**config.mk**
```make
export PLATFORM = sky130hd
export DESIGN_NAME = soc_system_frame_writer_flat
export DESIGN_NICKNAME = d
export VERILOG_FILES = /design/src/rtl/soc_system_frame_writer_if.sv /design/src/rtl/soc_system_frame_writer.sv /design/src/flat_wrapper.sv
export SDC_FILE = /design/constraint.sdc
export NUM_CORES = 1
export LEC_CHECK = 0
export BUFFER_PORTS_ARGS = -buffer_cell sky130_fd_sc_hd__buf_2
export CAP_MARGIN = 20
export CORE_MARGIN = 2
export CORE_UTILIZATION = 45
export DETAILED_ROUTE_END_ITERATION = 7
export PLACE_DENSITY = 0.66
export SYNTH_ARGS = -nofsm -noshare
export SYNTH_HDL_FRONTEND = slang
export SYNTH_SLANG_ARGS = --single-unit
```
**constraint.sdc**
```tcl
create_clock -name clk -period 3 [get_ports clk]
set_input_delay 0.3 -clock clk [delete_from_list [all_inputs] [get_ports clk]]
set_output_delay 0.3 -clock clk [all_outputs]
set_load 0.01 [all_outputs]
```
**src/rtl/soc_system_frame_writer_if.sv**
```systemverilog
// Pixel-stream sink and memory-port bundles for soc_system_frame_writer.
// master drives the transfer and slave receives it.
interface frame_st_if;
    logic [7:0] data;
    logic       valid;
    logic       sop;
    logic       eop;
    logic       ready;

    modport master (output data, valid, sop, eop, input ready);
    modport slave  (input data, valid, sop, eop, output ready);
endinterface

interface frame_mem_if;
    logic [15:0] address;
    logic [3:0]  byteenable;
    logic        chipselect;
    logic        write;
    logic [31:0] writedata;
    logic        clken;

    modport master (output address, byteenable, chipselect, write, writedata, clken);
    modport slave  (input address, byteenable, chipselect, write, writedata, clken);
endinterface

```
**src/rtl/soc_system_frame_writer.sv**
```systemverilog
// Packs an 8-bit pixel stream four-per-word and writes each armed frame into memory port s2.
// Define FRAME_WRITER_DBL_BUF_EN to alternate frames between two buffers.
module soc_system_frame_writer #(
    parameter logic [15:0] BASE_ADDR   = 16'h0000,
    parameter int unsigned FRAME_WORDS = 19200
) (
    input  logic        clk,
    input  logic        reset_n,
    input  logic        start,
    output logic        busy,
    output logic        done,
    output logic        err,
    output logic [15:0] word_count,
    output logic        buf_sel,
    frame_st_if.slave   snk,
    frame_mem_if.master mem
);
    localparam logic [15:0] FW = 16'(FRAME_WORDS);

    typedef enum logic [2:0] {
        S_IDLE,
        S_WAIT_SOP,
        S_CAPTURE,
        S_FLUSH,
        S_DONE
    } state_t;

    state_t state, state_nx;

    logic [1:0]  lane_q;     // lanes already filled in the word being packed
    logic [23:0] pack_q;
    logic        flush_q;
    logic [15:0] base_cur;

    logic        beat;
    logic        frame_px;
    logic        restart;
    logic        start_ok;
    logic        at_limit;
    logic        word_full;
    logic        short_frame;
    logic [1:0]  lane_eff;
    logic [15:0] count_eff;
    logic [15:0] count_inc;
    logic [23:0] flush_mask;
    logic [3:0]  flush_be;

    assign snk.ready = (state == S_WAIT_SOP) || (state == S_CAPTURE);
    assign busy      = (state == S_WAIT_SOP) || (state == S_CAPTURE) || (state == S_FLUSH);
    assign beat      = snk.valid && snk.ready;
    assign start_ok  = start && ((state == S_IDLE) || (state == S_DONE));
    assign restart   = beat && (state == S_CAPTURE) && snk.sop;
    // Pre-sop beats in WAIT_SOP are consumed but never become frame pixels.
    assign frame_px  = beat && ((state == S_CAPTURE) || snk.sop);

    // A frame's first pixel (fresh or restarted) always lands in lane 0 of word 0.
    assign lane_eff  = (restart || (state == S_WAIT_SOP)) ? 2'd0  : lane_q;
    assign count_eff = (restart || (state == S_WAIT_SOP)) ? 16'd0 : word_count;
    assign count_inc = count_eff + 16'd1;
    assign at_limit  = (count_eff == FW);
    assign word_full = (lane_eff == 2'd3);
    // Either a full or a partial final word adds one write unless the frame is already full.
    assign short_frame = (at_limit ? count_eff : count_inc) < FW;

    // NOTE: every variable assigned in always_comb gets a default first, so no path can infer a latch.
    always_comb begin
        flush_mask = 24'h0000FF;
        flush_be   = 4'b0001;
        unique case (lane_q)
            2'd2:    begin flush_mask = 24'h00FFFF; flush_be = 4'b0011; end
            2'd3:    begin flush_mask = 24'hFFFFFF; flush_be = 4'b0111; end
            default: begin flush_mask = 24'h0000FF; flush_be = 4'b0001; end
        endcase
    end

    always_comb begin
        state_nx = state;
        unique case (state)
            S_IDLE:     if (start_ok) state_nx = S_WAIT_SOP;
            S_WAIT_SOP: if (frame_px) state_nx = snk.eop ? S_FLUSH : S_CAPTURE;
            S_CAPTURE:  if (frame_px && snk.eop) state_nx = S_FLUSH;
            S_FLUSH:    state_nx = S_DONE;
            S_DONE:     if (start_ok) state_nx = S_WAIT_SOP;
            default:    state_nx = S_IDLE;
        endcase
    end

    // NOTE: clocked state uses non-blocking assignments so every flop samples pre-edge values.
    always_ff @(posedge clk or negedge reset_n) begin
        if (!reset_n) begin
            state <= S_IDLE;
        end else begin
            state <= state_nx;
        end
    end

    always_ff @(posedge clk or negedge reset_n) begin
        if (!reset_n) begin
            done           <= 1'b0;
            err            <= 1'b0;
            word_count     <= 16'd0;
            lane_q         <= 2'd0;
            pack_q         <= 24'd0;
            flush_q        <= 1'b0;
            mem.address    <= 16'd0;
            mem.byteenable <= 4'b0000;
            mem.chipselect <= 1'b0;
            mem.write      <= 1'b0;
            mem.writedata  <= 32'd0;
            mem.clken      <= 1'b0;
        end else begin
            mem.clken      <= 1'b1;
            mem.chipselect <= 1'b0;
            mem.write      <= 1'b0;

            if (start_ok) begin
                done       <= 1'b0;
                err        <= 1'b0;
                word_count <= 16'd0;
                lane_q     <= 2'd0;
                flush_q    <= 1'b0;
            end

            if (frame_px) begin
                case (lane_eff)
                    2'd0:    pack_q[7:0]   <= snk.data;
                    2'd1:    pack_q[15:8]  <= snk.data;
                    2'd2:    pack_q[23:16] <= snk.data;
                    default: ;
                endcase
                lane_q     <= lane_eff + 2'd1;
                word_count <= count_eff;

                if (word_full && !at_limit) begin
                    mem.chipselect <= 1'b1;
                    mem.write      <= 1'b1;
                    mem.address    <= base_cur + count_eff;
                    mem.byteenable <= 4'b1111;
                    mem.writedata  <= {snk.data, pack_q};
                    word_count     <= count_inc;
                end

                // Pixels past a full buffer are swallowed; a mid-frame sop drops the partial word.
                if (restart || at_limit) err <= 1'b1;

                if (snk.eop) begin
                    flush_q <= !word_full && !at_limit;
                    if (short_frame) err <= 1'b1;
                end
            end

            if (state == S_FLUSH) begin
                done <= 1'b1;
                if (flush_q) begin
                    mem.chipselect <= 1'b1;
                    mem.write      <= 1'b1;
                    mem.address    <= base_cur + word_count;
                    mem.byteenable <= flush_be;
                    mem.writedata  <= {8'h00, pack_q & flush_mask};
                    word_count     <= word_count + 16'd1;
                end
            end
        end
    end

`ifdef FRAME_WRITER_DBL_BUF_EN
    logic wr_buf_q;    // buffer the frame in progress is written to

    always_ff @(posedge clk or negedge reset_n) begin
        if (!reset_n) begin
            wr_buf_q <= 1'b0;
            buf_sel  <= 1'b0;
        end else if (state == S_FLUSH) begin
            buf_sel  <= wr_buf_q;
            wr_buf_q <= ~wr_buf_q;
        end
    end

    assign base_cur = wr_buf_q ? (BASE_ADDR + FW) : BASE_ADDR;
`else
    assign buf_sel  = 1'b0;
    assign base_cur = BASE_ADDR;
`endif

endmodule

```
**src/flat_wrapper.sv**
```systemverilog
// flat-port wrapper written by rule: the top's interface ports become plain ports
module soc_system_frame_writer_flat 
#(
    parameter logic [15:0] BASE_ADDR   = 16'h0000,
    parameter int unsigned FRAME_WORDS = 19200
)
  (clk, reset_n, start, busy, done, err, word_count, buf_sel, snk_data, snk_valid, snk_sop, snk_eop, snk_ready, mem_address, mem_byteenable, mem_chipselect, mem_write, mem_writedata, mem_clken);
  frame_st_if snk_i ();
  frame_mem_if mem_i ();
  input  logic clk;
  input  logic reset_n;
  input  logic start;
  output logic busy;
  output logic done;
  output logic err;
  output logic [15:0] word_count;
  output logic buf_sel;
  input wire logic [$bits(snk_i.data)-1:0] snk_data;
  input wire logic [$bits(snk_i.valid)-1:0] snk_valid;
  input wire logic [$bits(snk_i.sop)-1:0] snk_sop;
  input wire logic [$bits(snk_i.eop)-1:0] snk_eop;
  output wire logic [$bits(snk_i.ready)-1:0] snk_ready;
  output wire logic [$bits(mem_i.address)-1:0] mem_address;
  output wire logic [$bits(mem_i.byteenable)-1:0] mem_byteenable;
  output wire logic [$bits(mem_i.chipselect)-1:0] mem_chipselect;
  output wire logic [$bits(mem_i.write)-1:0] mem_write;
  output wire logic [$bits(mem_i.writedata)-1:0] mem_writedata;
  output wire logic [$bits(mem_i.clken)-1:0] mem_clken;
  assign snk_i.data = snk_data;
  assign snk_i.valid = snk_valid;
  assign snk_i.sop = snk_sop;
  assign snk_i.eop = snk_eop;
  assign snk_ready = snk_i.ready;
  assign mem_address = mem_i.address;
  assign mem_byteenable = mem_i.byteenable;
  assign mem_chipselect = mem_i.chipselect;
  assign mem_write = mem_i.write;
  assign mem_writedata = mem_i.writedata;
  assign mem_clken = mem_i.clken;
  soc_system_frame_writer #(.BASE_ADDR(BASE_ADDR), .FRAME_WORDS(FRAME_WORDS)) u_core (.clk(clk), .reset_n(reset_n), .start(start), .busy(busy), .done(done), .err(err), .word_count(word_count), .buf_sel(buf_sel), .snk(snk_i), .mem(mem_i));
endmodule
```
Word level (Yosys, flattened, before mapping)

Cells that the tools add are included.

Word-level logic and storage cells: 100
Input port bits: 14
Register bits after elaboration: 102
Output and inout port bits: 76

Reductions and logical operators: 25
Magnitude comparators: 1
Equal/unequal tests: 13
Bitwise operators: 1
$add $sub $neg: 3
Multiplexer cells: 43

Operators by type and width:

| kind                                                 | number |
|---|---|
| 2-to-1 mux 16 bit                                    | 11 |
| 2-to-1 mux 32 bit                                    | 4 |
| case mux 24 bit (2 select lines)                     | 1 |
| adder 16 x 1 -> 16 bit, second input constant        | 2 |
| AND 24 bit                                           | 1 |
| == test 16 x 15 -> 1 bit, second input constant      | 1 |
| < comparator 16 x 15 -> 1 bit, second input constant | 1 |
| 2-to-1 mux 4 bit                                     | 4 |
| 2-to-1 mux 1 bit                                     | 15 |
| case mux 3 bit (4 select lines)                      | 1 |
| 2-to-1 mux 3 bit                                     | 3 |
| == test 2 bit, second input constant                 | 4 |
| logical AND 1 bit                                    | 8 |
| == test 3 x 2 -> 1 bit, second input constant        | 2 |
| logical OR 1 bit                                     | 6 |
| 2-to-1 mux 2 bit                                     | 3 |
| case mux 3 bit (2 select lines)                      | 1 |
| AND reduction 2 bit                                  | 3 |
| != test 2 x 1 -> 1 bit, second input constant        | 2 |
| nonzero test 2 bit                                   | 2 |
| == test 3 x 1 -> 1 bit, second input constant        | 1 |
| == test 3 bit, second input constant                 | 1 |
| logical NOT 3 bit                                    | 1 |
| AND reduction 3 bit                                  | 1 |
| 6 further kinds                                      | 7 |

Logic depth before layout (Yosys ltp)

Depth in word-level cells: 14
Mapped depth: 14
Mapped depth without buffers: 11

Worst setup path after synthesis

No wires, ideal clock.

Kind: register to register
From: register u_core.state[1]
To: register u_core.err
Setup time: 0.064 ns
Path buffers: 3
Period minus slack after synthesis: 2.524 ns
Setup slack: 0.476 ns
Arrival: 2.459 ns
Required time: 2.936 ns
Cell stages (with the launch flop): 14
Path through: dfrtp_1 buf_2 nand2b_1 a21o_1 buf_2 and2_1 ha_1 and3_1 clkbuf_1 nor3_1 a21oi_1 o31a_1 o211ai_1 a21o_1

Cells in the longest elaborated chain, start to end: 13
Elaborated cells between the ends (all ways): 24
Those cells by class: 1 x add/sub; 1 x order compare; 4 x eq/ne; 7 x mux; 11 x reduce/logical

RTL lines:

| item                                                                      | line                                                          | RTL |
|---|---|---|
| start: declaration                                                        | soc_system_frame_writer.sv:28                                 | `state_t state, state_nx;` |
| start signal: assignment                                                  | soc_system_frame_writer.sv:93                                 | `state <= state_nx;` |
| == test 3 x 1 -> 1 bit / == test 3 x 2 -> 1 bit (equally long branches)   | --                                                            |  |
| logical OR 1 bit                                                          | soc_system_frame_writer.sv:48                                 | `assign snk.ready = (state == S_WAIT_SOP) \|\| (state == S_CAPTURE);` |
| logical AND 1 bit                                                         | soc_system_frame_writer.sv:50                                 | `assign beat = snk.valid && snk.ready;` |
| logical AND 1 bit (2 in a row)                                            | soc_system_frame_writer.sv:52                                 | `assign restart = beat && (state == S_CAPTURE) && snk.sop;` |
| logical OR 1 bit                                                          | soc_system_frame_writer.sv:58                                 | `assign count_eff = (restart \|\| (state == S_WAIT_SOP)) ? 16'd0 : word_count;` |
| 2-to-1 mux 16 bit                                                         | soc_system_frame_writer.sv:58                                 |  |
| adder 16 x 1 -> 16 bit / == test 16 x 15 -> 1 bit (equally long branches) | soc_system_frame_writer.sv:59, soc_system_frame_writer.sv:60  |  |
| 2-to-1 mux 16 bit / logical OR 1 bit (equally long branches)              | soc_system_frame_writer.sv:63, soc_system_frame_writer.sv:144 |  |
| < comparator 16 x 15 -> 1 bit / 2-to-1 mux 1 bit (equally long branches)  | soc_system_frame_writer.sv:63, soc_system_frame_writer.sv:144 |  |
| 2-to-1 mux 1 bit                                                          | soc_system_frame_writer.sv:148                                | `if (short_frame) err <= 1'b1;` |
| 2-to-1 mux 1 bit                                                          | soc_system_frame_writer.sv:146                                | `if (snk.eop) begin` |
| 2-to-1 mux 1 bit *                                                        | soc_system_frame_writer.sv:124                                | `if (frame_px) begin` |
| end signal: assignment                                                    | soc_system_frame_writer.sv:118                                | `err <= 1'b0;` |
| end signal: assignment                                                    | soc_system_frame_writer.sv:144                                | `if (restart \|\| at_limit) err <= 1'b1;` |
| end signal: assignment                                                    | soc_system_frame_writer.sv:148                                |  |
| end: declaration                                                          | soc_system_frame_writer.sv:12                                 | `output logic err,` |

Mark *: on every way between the ends. The rest lies on a longest branch, timed or not.
A chain may end at the register's enable or synchronous reset.

Final worst setup path

From: register u_core.state[1]
To: register u_core.mem.writedata[2]

Cells in the longest elaborated chain, start to end: 14
Elaborated cells between the ends (all ways): 20
Those cells by class: 5 x eq/ne; 6 x mux; 9 x reduce/logical

RTL lines:

| item                                                                    | line                                                         | RTL |
|---|---|---|
| == test 3 x 1 -> 1 bit / == test 3 x 2 -> 1 bit (equally long branches) | --                                                           |  |
| logical OR 1 bit                                                        | soc_system_frame_writer.sv:48                                |  |
| logical AND 1 bit                                                       | soc_system_frame_writer.sv:50                                |  |
| logical AND 1 bit (2 in a row)                                          | soc_system_frame_writer.sv:52                                |  |
| logical OR 1 bit                                                        | soc_system_frame_writer.sv:57, soc_system_frame_writer.sv:58 |  |
| 2-to-1 mux 16 bit                                                       | soc_system_frame_writer.sv:58                                |  |
| == test 16 x 15 -> 1 bit                                                | soc_system_frame_writer.sv:60                                | `assign at_limit = (count_eff == FW);` |
| logical NOT 1 bit                                                       | soc_system_frame_writer.sv:134                               | `if (word_full && !at_limit) begin` |
| logical AND 1 bit                                                       | soc_system_frame_writer.sv:134                               |  |
| 2-to-1 mux 32 bit                                                       | soc_system_frame_writer.sv:134                               |  |
| 2-to-1 mux 32 bit                                                       | soc_system_frame_writer.sv:124                               |  |
| 2-to-1 mux 32 bit                                                       | soc_system_frame_writer.sv:154                               | `if (flush_q) begin` |
| 2-to-1 mux 32 bit *                                                     | soc_system_frame_writer.sv:152                               | `if (state == S_FLUSH) begin` |
| end signal: assignment                                                  | soc_system_frame_writer.sv:139                               | `mem.writedata <= {snk.data, pack_q};` |
| end signal: assignment                                                  | soc_system_frame_writer.sv:159                               | `mem.writedata <= {8'h00, pack_q & flush_mask};` |
| end: declaration                                                        | soc_system_frame_writer_if.sv:22                             | `modport master (output address, byteenable, chipselect, write, writedata, clken);` |

Marks and branches as above.

==> reports/results.tsv <==
stage	metric	value	unit
place	Post-DP HPWL	8483	microns
yosys	register bit total from synthesis	102	
yosys	Post-Syn Area	0.004876	sq mm
yosys	Yosys warnings	0	
cells_and_area	area of the multi-input gates	0.002126	sq mm
cells_and_area	share of layout cells above drive strength 1	31.86	%
cells_and_area	Nets	536	
power	Final Power	4.444	mW
sta	RSZ-0062 raised after global routing	no	
cells_and_area	Fillers	985	
detailed_routing	Vias/cell	5.841	
sta	setup violators final	0	
yosys	Seq/Total Area, Yosys	52.35	%
power	peak supply drop	0.3421	mV
die	Die Area	0.01168	sq mm
power	Cell Pwr Density	792.5	mW/mm^2
global_route	grt total ovfl	0	
place	GPL Wtd Cong	0.9318	
global_route	met1 Use GR	30.18	%
sta	fin crit period	2.792	ns
yosys	top-count cell post-synth	dfrtp_1	
critical_path	endpoint class of the critical path	flop	
sta	Slew HR	42.60	%
detailed_routing	vias	3861	
sta	worst clock skew	0.01309	ns
min_path	hold crit path type	in -> reg	
clocking	CTS tree	built	
global_route	largest net degree at the start of global routing	103	
yosys	top post-synthesis cells by area	dfrtp_1 (52%), mux2_2 (6.5%), a22o_1 (5.6%), nand2_1 (3.6%), a21oi_1 (3.2%)	
clocking	clock buffer depth	2	
clocking	root buf cell	clkbuf_8	
detailed_routing	First-pass DRT Iterations	4	
global_route	initial antenna violation count	0	
critical_path	required time worst endpoint	3.27	ns
sta	Final Slew Violations	0	
die	# IOs	90	
min_path	hold path depth	3	
die	Die Ht	108.1	microns
power	Static Leak	2.788	nW
yosys	Synthesized Nets	459	
cells_and_area	post-route cell area	0.005608	sq mm
run	maxcap violations	0	
sta	FMAX	358.2	MHz
place	Area after DPL	0.005405	sq mm
yosys	prevailing post-synth register cell	dfrtp_1	
die	Row Count	38	
yosys	post-synth top area cell	dfrtp_1	
detailed_routing	number of remaining DRC errors	0	
cells_and_area	final antenna diode count	0	
clocking	Clock Sinks	102	
clocking	CTS buffer count	9	
critical_path	CP Class	reg -> reg	
global_route	met2 usage	35.76	%
global_route	Tot GR Track Use	22.13	%
yosys	cells after synthesis	439	
cells_and_area	Syn-to-layout area delta	15.01	%
yosys	Synth Area in Compound Gates	18.32	%
clocking	clock transition at the registers of the reported paths	0.11	ns
global_route	met3 usage	5.003	%
die	Die W	108.1	microns
critical_path	reg2reg path depth	10	
yosys	post-synthesis xor/xnor area fraction	1.437	%
critical_path	CP Launch Type	flop	
critical_path	crit-path max FO	13	
critical_path	FF-to-FF setup slack	0.21	ns
yosys	Post-synth top cells	dfrtp_1 (102), nand2_1 (47), a21oi_1 (31), a22o_1 (31), mux2_2 (28)	
detailed_routing	routed len/inst	18.84	microns
yosys	mux contribution to synthesized area	8.211	%
critical_path	Arr. time, crit path	3.06	ns
cells_and_area	sequential cell area	0.002552	sq mm
detailed_routing	initial DRC count	251	
yosys	Post-Synth Simple-Gate Area	13.91	%
outcome	status	finished clean	
min_path	Worst Hold Launch	snk_data[4]	
yosys	ys async rst share	100.0	%
global_route	vias in the first global route	3837	
yosys	Mean Syn Cell Area	11.11	sq um
global_route	GR peak layer	met2	
sta	worst-margin pin slew	0.8553	ns
die	core region area	0.01070	sq mm
detailed_routing	antenna-violating nets left	0	
critical_path	worst reg2reg path endpoint	u_core.mem.writedata[2]	
global_route	first-pass GRT wire length	20180	microns
yosys	adder-cell share of the synthesized area	1.540	%
critical_path	reg2reg start	u_core.state[1]	
clocking	post-CTS setup buffer count	0	
place	Port Buffers	88	
yosys	Synth cell types	64	
place	DP Cell Count	644	
sta	period utilization	93.06	%
sta	Fin. Hold Viols	0	
yosys	largest family of logic cells by synthesized area	compound AO/OA/AOI/OAI gates	
detailed_routing	drt total wl	12450	microns
clocking	later-pin clock latency in the skew report	0.38	ns
die	Initial Utilization	45.58	%
min_path	Worst Hold End	u_core.mem.writedata[28]	
cells_and_area	Layout Cells excl Fill	661	
yosys	post-synth top area share	52.35	%
yosys	number of synthesized flops with an enable pin	0	
sta	Setup Total Neg Slack	0	ns
clocking	htree depth	3	
==> sequential cells by signal (all words and copies together) (netlist names) <==
name and flops:
u_core.mem.clken 1, u_core.mem.address 16, u_core.err 1, u_core.mem.writedata 32, u_core.mem.byteenable 4, u_core.flush_q 1, u_core.lane_q 2, u_core.word_count 16
u_core.done 1, u_core.pack_q 24, u_core.state 3, u_core.mem.write 1
==> cell families after synthesis <==
kind of cell,after synthesis
adder cells (fa/ha/maj),6
multiplexers,34
flip-flops,102
AND/OR/NAND/NOR,123
AO/OA/AOI/OAI,124
XOR/XNOR,8
other,2
buffers and inverters,40
==> per-stage QoR <==
stage / util [%] / setup slack, ns / hold slack, ns
6_report: 52.42 / 0.2082 / 0.1794
5_1_grt: 52.42 / 0.05923 / 0.1758
4_1_cts: 52.41 / 0.1468 / 0.1702
3_5_place_dp: 50.53 / 0.1600 / 0.4044
3_3_place_gp: 50.53 / 0.3339 / 0.4100
2_1_floorplan: - / 0.4765 / 0.004409
==> report_power, final <==
part / total (mW) / switching, mW / internal [mW] / leakage (nW)
registers: 2.06 / 0.313 / 1.75 / 1.36
clock network: 0.855 / 0.534 / 0.321 / 0.0984
logic: 1.53 / 0.831 / 0.695 / 1.33
total: 4.44 / 1.68 / 2.77 / 2.79
==> routing by layer <==
metal,wire (microns),vias to the layer above
li1,-,1751
met1,5558,1944
met2,5883,153
met3,891,13
met4,118,0
met5,0,-
==> how the worst max path moves through the flow <==
stage / start / endpoint
floorplan: u_core.state[1] / u_core.err
global placement: u_core.state[1] / u_core.mem.writedata[0]
detailed placement: u_core.state[1] / u_core.mem.writedata[2]
CTS: u_core.state[1] / u_core.mem.writedata[2]
global route: u_core.state[1] / u_core.mem.writedata[2]
finish: u_core.state[1] / u_core.mem.writedata[2]
==> placed cells by master, fill, tap and decap left out, drive strengths merged, types with 5 or more instances in the layout <==
master / synthesis / layout
nor4: 7 / 7
clkbuf: 6 / 9
buf: 26 / 97
nand2: 47 / 47
inv: 8 / 10
and3: 5 / 5
o21ai: 19 / 19
nand3: 8 / 8
a21oi: 33 / 33
a31oi: 10 / 10
a22o: 31 / 31
nor2: 25 / 25
nand4: 5 / 5
dfrtp: 102 / 102
clkinv: 0 / 5
ha: 6 / 6
mux2: 33 / 33
==> critical path, stage by stage (launching register included) <==
cell      delay (ns)
dfrtp_1         0.51
nand2b_1        0.26
a21o_2          0.27
nand2_1         0.13
inv_1           0.12
ha_1            0.28
o21ai_2         0.21
nor2_2          0.20
nor2_4          0.05
inv_2           0.27
mux2_2          0.38
==> timing repair <==
item	CTS	global route
resized for setup	0	1
endpoints found under the hold margin	1	0
hold buffers	1	0
setup endpoints to repair	0	5
==> final cells by class <==
cell class | instances | area share (%)
flip-flops and latches | 102 | 45.52
multi-input cells | 297 | 37.91
repair buffers | 98 | 9.505
well taps | 140 | 3.124
clock buffers | 9 | 2.209
clock inverters | 7 | 1.205
inverters | 8 | 0.5355
Note: power is estimated with default switching activity, not from simulation.
